File: src/rtl/led_pattern_gen_if.sv
// LED pattern generator bus: mode request/load in, LED drive, tick strobe and
// active mode out. The generator connects via the slave modport and the
// controller via the master modport.
interface led_pattern_if #(
  parameter int NUM_LEDS = 5
);
  logic [1:0]          mode_in;
  logic                mode_ld;
  logic [NUM_LEDS-1:0] leds;
  logic                tick;
  logic [1:0]          mode;

  modport master (
    output mode_in,
    output mode_ld,
    input  leds,
    input  tick,
    input  mode
  );

  modport slave (
    input  mode_in,
    input  mode_ld,
    output leds,
    output tick,
    output mode
  );
endinterface

File: src/rtl/led_pattern_gen.sv
// led_pattern_gen: parametrised LED driver for board bring-up.
// A free-running prescaler produces a slow tick that steps a pattern engine:
// binary COUNT, rotating CHASE, BOUNCE, or PWM BREATHE.
// Optional feature macro: LED_BREATHE_EN builds the BREATHE mode (duty triangle
// and PWM compare). Without it, a load request for mode 3 is ignored entirely.
module led_pattern_gen #(
  parameter int NUM_LEDS   = 5,
  parameter int PRESCALE_W = 22,
  parameter int PWM_W      = 8
) (
  input  logic          clk,
  input  logic          rst,
  led_pattern_if.slave  bus
);

  typedef enum logic [1:0] {
    MODE_COUNT   = 2'd0,
    MODE_CHASE   = 2'd1,
    MODE_BOUNCE  = 2'd2,
    MODE_BREATHE = 2'd3
  } mode_t;

  localparam logic [NUM_LEDS-1:0]   PAT_ONE = NUM_LEDS'(1);
  localparam logic [PRESCALE_W-1:0] PRE_ONE = PRESCALE_W'(1);

  // Reject configurations the PWM compare and LED vector cannot support.
  if (PWM_W >= PRESCALE_W || PWM_W < 1 || NUM_LEDS < 1) begin : g_bad_params
    $error("led_pattern_gen: need NUM_LEDS>=1 and 1<=PWM_W<PRESCALE_W");
  end

  logic [PRESCALE_W-1:0] pre_r, pre_nxt_s;
  mode_t                 mode_r, mode_nxt_s;
  logic [NUM_LEDS-1:0]   pat_r, pat_nxt_s;
  logic [NUM_LEDS-1:0]   leds_r, leds_nxt_s;
  logic                  dir_up_r, dir_up_nxt_s;
  logic                  tick_s;
  logic                  load_s;
`ifdef LED_BREATHE_EN
  logic [PWM_W-1:0]      duty_r, duty_nxt_s;
  logic                  pwm_on_s;
`endif

  // Tick is a pure decode of the prescaler so it lines up with its wrap.
  assign tick_s = &pre_r;

  // Decide whether the load request is honoured; mode 3 needs the PWM engine.
  always_comb begin
`ifdef LED_BREATHE_EN
    load_s = bus.mode_ld;
`else
    load_s = bus.mode_ld && (bus.mode_in != 2'd3);
`endif
  end

`ifdef LED_BREATHE_EN
  // PWM compare: LEDs lit while the low prescaler bits are below the duty.
  always_comb begin
    pwm_on_s = (pre_r[PWM_W-1:0] < duty_r);
  end
`endif

  // Next-state logic: load beats tick; tick steps the active pattern.
  always_comb begin
    pre_nxt_s    = pre_r + PRE_ONE;
    mode_nxt_s   = mode_r;
    pat_nxt_s    = pat_r;
    dir_up_nxt_s = dir_up_r;
`ifdef LED_BREATHE_EN
    duty_nxt_s   = duty_r;
`endif
    if (load_s) begin
      pre_nxt_s    = '0;
      mode_nxt_s   = mode_t'(bus.mode_in);
      dir_up_nxt_s = 1'b1;
`ifdef LED_BREATHE_EN
      duty_nxt_s   = '0;
`endif
      case (mode_t'(bus.mode_in))
        MODE_CHASE, MODE_BOUNCE: pat_nxt_s = PAT_ONE;
        default:                 pat_nxt_s = '0;
      endcase
    end else if (tick_s) begin
      case (mode_r)
        MODE_COUNT: pat_nxt_s = pat_r + PAT_ONE;
        // Rotate left; the right shift brings the MSB around to bit 0.
        MODE_CHASE: pat_nxt_s = (pat_r << 1) | (pat_r >> (NUM_LEDS - 1));
        MODE_BOUNCE: begin
          if (NUM_LEDS == 1) begin
            pat_nxt_s = pat_r;
          end else if (dir_up_r) begin
            pat_nxt_s    = pat_r << 1;
            dir_up_nxt_s = ~pat_nxt_s[NUM_LEDS-1];
          end else begin
            pat_nxt_s    = pat_r >> 1;
            dir_up_nxt_s = pat_nxt_s[0];
          end
        end
`ifdef LED_BREATHE_EN
        // Triangle: turn around at each end without repeating the end value.
        MODE_BREATHE: begin
          if (dir_up_r) begin
            if (&duty_r) begin
              duty_nxt_s   = duty_r - PWM_W'(1);
              dir_up_nxt_s = 1'b0;
            end else begin
              duty_nxt_s   = duty_r + PWM_W'(1);
            end
          end else begin
            if (duty_r == '0) begin
              duty_nxt_s   = duty_r + PWM_W'(1);
              dir_up_nxt_s = 1'b1;
            end else begin
              duty_nxt_s   = duty_r - PWM_W'(1);
            end
          end
        end
`endif
        default: pat_nxt_s = pat_r;
      endcase
    end else begin
      pat_nxt_s = pat_r;
    end

`ifdef LED_BREATHE_EN
    if (!load_s && mode_r == MODE_BREATHE) begin
      leds_nxt_s = {NUM_LEDS{pwm_on_s}};
    end else begin
      leds_nxt_s = pat_nxt_s;
    end
`else
    leds_nxt_s = pat_nxt_s;
`endif
  end

  // State and output registers with asynchronous reset to COUNT at zero.
  always_ff @(posedge clk or posedge rst) begin
    if (rst) begin
      pre_r    <= '0;
      mode_r   <= MODE_COUNT;
      pat_r    <= '0;
      leds_r   <= '0;
      dir_up_r <= 1'b1;
`ifdef LED_BREATHE_EN
      duty_r   <= '0;
`endif
    end else begin
      pre_r    <= pre_nxt_s;
      mode_r   <= mode_nxt_s;
      pat_r    <= pat_nxt_s;
      leds_r   <= leds_nxt_s;
      dir_up_r <= dir_up_nxt_s;
`ifdef LED_BREATHE_EN
      duty_r   <= duty_nxt_s;
`endif
    end
  end

  assign bus.leds = leds_r;
  assign bus.tick = tick_s;
  assign bus.mode = mode_r;

endmodule
File: src/flat_wrapper.sv
// flat-port wrapper written by rule: the top's interface ports become plain ports
module led_pattern_gen_flat 
#(
  parameter int NUM_LEDS   = 5,
  parameter int PRESCALE_W = 22,
  parameter int PWM_W      = 8
)
  (clk, rst, bus_mode_in, bus_mode_ld, bus_leds, bus_tick, bus_mode);
  led_pattern_if #(.NUM_LEDS(NUM_LEDS)) bus_i ();
  input  logic clk;
  input  logic rst;
  input wire logic [$bits(bus_i.mode_in)-1:0] bus_mode_in;
  input wire logic [$bits(bus_i.mode_ld)-1:0] bus_mode_ld;
  output wire logic [$bits(bus_i.leds)-1:0] bus_leds;
  output wire logic [$bits(bus_i.tick)-1:0] bus_tick;
  output wire logic [$bits(bus_i.mode)-1:0] bus_mode;
  assign bus_i.mode_in = bus_mode_in;
  assign bus_i.mode_ld = bus_mode_ld;
  assign bus_leds = bus_i.leds;
  assign bus_tick = bus_i.tick;
  assign bus_mode = bus_i.mode;
  led_pattern_gen #(.NUM_LEDS(NUM_LEDS), .PRESCALE_W(PRESCALE_W), .PWM_W(PWM_W)) u_core (.clk(clk), .rst(rst), .bus(bus_i));
endmodule
File: config.mk
export PLATFORM = sky130hd
export DESIGN_NAME = led_pattern_gen_flat
export DESIGN_NICKNAME = d
export VERILOG_FILES = /design/src/rtl/led_pattern_gen_if.sv /design/src/rtl/led_pattern_gen.sv /design/src/flat_wrapper.sv
export SDC_FILE = /design/constraint.sdc
export NUM_CORES = 1
export LEC_CHECK = 0
export CAP_MARGIN = 10
export CELL_PAD_IN_SITES_DETAIL_PLACEMENT = 0
export CELL_PAD_IN_SITES_GLOBAL_PLACEMENT = 1
export CORE_ASPECT_RATIO = 0.8
export CORE_UTILIZATION = 45
export CTS_CLUSTER_DIAMETER = 100
export DETAILED_ROUTE_END_ITERATION = 6
export MAX_ROUTING_LAYER = met4
export PLACE_DENSITY = 0.87
export SKIP_LAST_GASP = 1
export SLEW_MARGIN = 20
export SYNTH_ARGS = -nofsm -noshare
export SYNTH_HDL_FRONTEND = slang
export SYNTH_SLANG_ARGS = --single-unit
export TNS_END_PERCENT = 20
File: constraint.sdc
create_clock -name clk -period 2 [get_ports clk]
set_input_delay 0.4 -clock clk [delete_from_list [all_inputs] [get_ports clk]]
set_output_delay 0.4 -clock clk [all_outputs]
set_load 0.01 [all_outputs]
==> impl_metrics.py <==
metrics = {
    "sta": {
        "finalWorstSetupSlack_ns": -0.08744,
        "fin_worst_skew_ns": 0.005868,
        "fin_crit_sh_pct": 104.4,
        "rsz0062_at_grt": "true",
        "layout_min_cycle_time_ns": 2.087,
        "fmax_mhz": 479.1,
        "hold_ws_ns": 0.4661,
        "relSlewSlack_pct": 70.48,
        "tightest_slew_ns": 0.4394,
        "finalHoldViolCount": 0,
        "setup-violations-final": 2,
        "slew_viol_final": 0,
    },
    "global_routing": {
        "grt_pass1_vias": 1522,
        "grt_antenna_before_repair": 0,
        "grt-ovfl-total": 0,
        "grt_first_pass_wirelength_mm": 6.948,
        "grt_start_max_net_pins": 31,
        "gr-usage-all-layers_pct": 22.85,
    },
    "power": {
        "p_per_area_mw_per_mm2": 603.2,
        "peakVddDrop_v": 0.0003962,
        "clock_power_share_pct": 37.4,
        "switchingPower_w": 0.0003477,
        "p_comb_share_pct": 13.5,
        "p_int_w": 0.0009806,
        "power.share.sequential_pct": 49.1,
        "p_leak_nw": 0.9885,
        "netSwitchingFraction_pct": 26.18,
    },
    "clock_network": {
        "cts_tree": "built",
        "insertion_delay_ns": 0.28,
        "clockBufferDepth": 2,
        "h-tree-depth": 2,
        "numCtsBuffers": 5,
        "clockRootBuffer": "clkbuf_8",
        "clk_pin_slew_worst_paths_ns": 0.06,
        "holdBufCountCts": 0,
        "cts.sinks": 30,
    },
    "floorplanning": {
        "die_w_um": 71.26,
        "fp.dieH_um": 57.41,
        "die-area_mm2": 0.004090,
        "start_util_pct": 48.75,
        "core_mm2": 0.003542,
        "rows": 19,
        "ios": 13,
    },
    "worst_setup_path": {
        "path_max_fanout": 2,
        "start_kind": "register",
        "slowest_delay_ns": 0.55,
        "path_cells": "nand4_4 > or4_4 > nor3_4 > buf_2",
        "endpoint_kind": "output port",
        "critPathKind": "reg -> out",
        "crit_path_top_delay_cell": "or4_4",
        "crit_arrival_ns": 1.69,
        "worstPathRequired_ns": 1.60,
    },
    "placement": {
        "gp_congestion": 0.9224,
        "port_buffers": 12,
        "detailed_place_hpwl_mm": 2.967,
    },
    "synthesis": {
        "synth_top_cell_by_area": "dfrtp_1",
        "yosysTopAreaCellShare_pct": 42.03,
        "synth_cells": 182,
        "synthesis.nets": 193,
        "synth_area_per_cell_um2": 9.487,
        "synth_edf_count": 0,
        "syn_area_mm2": 0.001727,
        "ys_warn_count": 0,
        "synthArstFlopShare_pct": 100.0,
        "synth_cell_type_count": 45,
        "ys_ff_latch": 30,
        "synthFlopType": "dfrtp_1",
        "synthTopCellsByArea": "dfrtp_1, xor2_1, ha_1, nor2_1, a21oi_1",
        "synth-seq-area-share_pct": 43.55,
    },
    "detailed_routing": {
        "drc": 2,
        "dr_wl_met2_mm": 2.001,
        "drt_first_iter_violations": 159,
        "via_per_inst": 5.944,
        "vias": 1599,
        "drt-total-wl_mm": 4.237,
        "drtAntennaViolNets": 0,
        "highest_layer": "met4",
        "wirelength_met1_mm": 1.908,
        "drtPass1Iterations": 7,
        "wl_per_cell_um": 15.75,
        "wl_met3_um": 273,
    },
    "finish": {
        "postLayoutCoreUtil_pct": 62.17,
        "drive_gt1_share_pct": 21.59,
        "area_delta_synth_final_pct": 27.54,
        "antenna_cells": 0,
        "num-nets-final": 237,
    },
    "run_status": {
        "status": "complete, but fails checks",
        "violations": "design-rule violations, negative setup slack",
    },
    "flow_run": {
        "drv_cap": 0,
    },
    "hold_path": {
        "hp-class": "reg -> reg",
    },
}
==> layout make-up <==
type | count | area, um^2
Clock buffer | 7 | 86.33
Clock inverter | 1 | 5.005
Fill cell | 308 | 1340
Inverter | 4 | 15.01
Multi-Input combinational cell | 142 | 943.4
Sequential cell | 30 | 752.0
Tap cell | 42 | 52.55
Timing Repair Buffer | 43 | 347.8
==> critical path: cells and delay by family (launching register included) <==
| family | cells | cell delay [ns] |
|---|---|---|
| flops | 1 | 0.39 |
| buf+inv | 1 | 0.16 |
| simple gates | 3 | 0.85 |
==> state kept, by name, summed over array words and instances, names as in the netlist <==
name,cells
u_core.pre_r,22
u_core.bus.mode,2
u_core.pat_r,5
u_core.dir_up_r,1
==> layer usage <==
metal  up-vias  track usage (%)
met5         -                -
met4         0            7.429
met3        10            5.300
met2        64            35.78
met1       758            29.43
li1        767                -
==> path summary, 6_finish.rpt <==
kind                                        from              end  slack, ns  cells after the start
worst max-delay path            u_core.pre_r[15]         bus_tick      -0.09                      4
worst min-delay path             u_core.pre_r[0]  u_core.pre_r[0]       0.47                      1
worst max register to register  u_core.pre_r[15]  u_core.dir_up_r      -0.06                     10
worst min register to register   u_core.pre_r[0]  u_core.pre_r[0]       0.47                      1
max in group asynchronous                    rst  u_core.dir_up_r       1.17                      3
min in group asynchronous                    rst  u_core.pat_r[3]       0.51                      3
==> layout by cell type (no fill, tap or decap), drive strengths merged, types with 7 or more instances in the layout <==
cell / n
nand2: 14
buf: 32
nand3: 7
a21oi: 14
o21ai: 8
dfrtp: 29
clkbuf: 7
nor2: 19
xor2: 9
nand4: 13
clkdlybuf4s50: 11
==> timing repair <==
action	in CTS	in global routing
endpoints found under the setup margin	1	2
pin swaps	3	4
endpoints found under the hold margin	0	0
setup buffers	9	0
gates resized for setup	4	1
==> cell usage after synthesis, types with 2 or more instances <==
library cell and instances:
nor3_1 3, or3_1 6, nand4_1 10, o21ai_0 7
dfrtp_1 29, clkbuf_1 5, nand3_1 7, ha_1 6
a21oi_1 14, or4_1 2, and3_1 5, nand4_2 2
nand2_1 14, a31oi_1 4, nor2_1 19, xnor2_1 3
xor2_1 9, o32ai_1 2, nor2b_1 2, o31ai_1 3
inv_1 4, and2_1 2, nand2b_1 2
==> logic make-up after synthesis <==
family / Yosys count / share of synthesized area, %
flops: 30 / 43.55
fa+ha+maj: 6 / 4.348
buf+inv: 10 / 2.391
xor+xnor: 12 / 6.087
simple gates: 83 / 28.26
compound gates: 41 / 15.36
==> power groups by stage <==
stage	registers (W)	clock network (W)	logic (W)
after detailed placement	0.000662	0	0.000176
after global routing	0.000655	0.000535	0.000201
after floorplan	0.000661	0	0.000108
after CTS	0.000651	0.000509	0.000178
final	0.000652	0.000497	0.000179
after global placement	0.000660	0	0.000172
==> through the flow <==
stage | setup slack, ns | cells | total power [W] | setup TNS, ns | area, um^2
2_1_floorplan | 0.2569 | 182 | 0.0007691 | 0 | 1727
3_3_place_gp | -0.1791 | 253 | 0.0008324 | -0.1791 | 2048
3_5_place_dp | -0.2366 | 253 | 0.0008387 | -0.2366 | 2048
4_1_cts | -0.05375 | 270 | 0.001338 | -0.06396 | 2202
5_1_grt | -0.1406 | 269 | 0.001391 | -0.2630 | 2202
6_report | -0.08744 | 269 | 0.001328 | -0.1441 | 2202
Note: power is estimated with default switching activity, not from simulation.
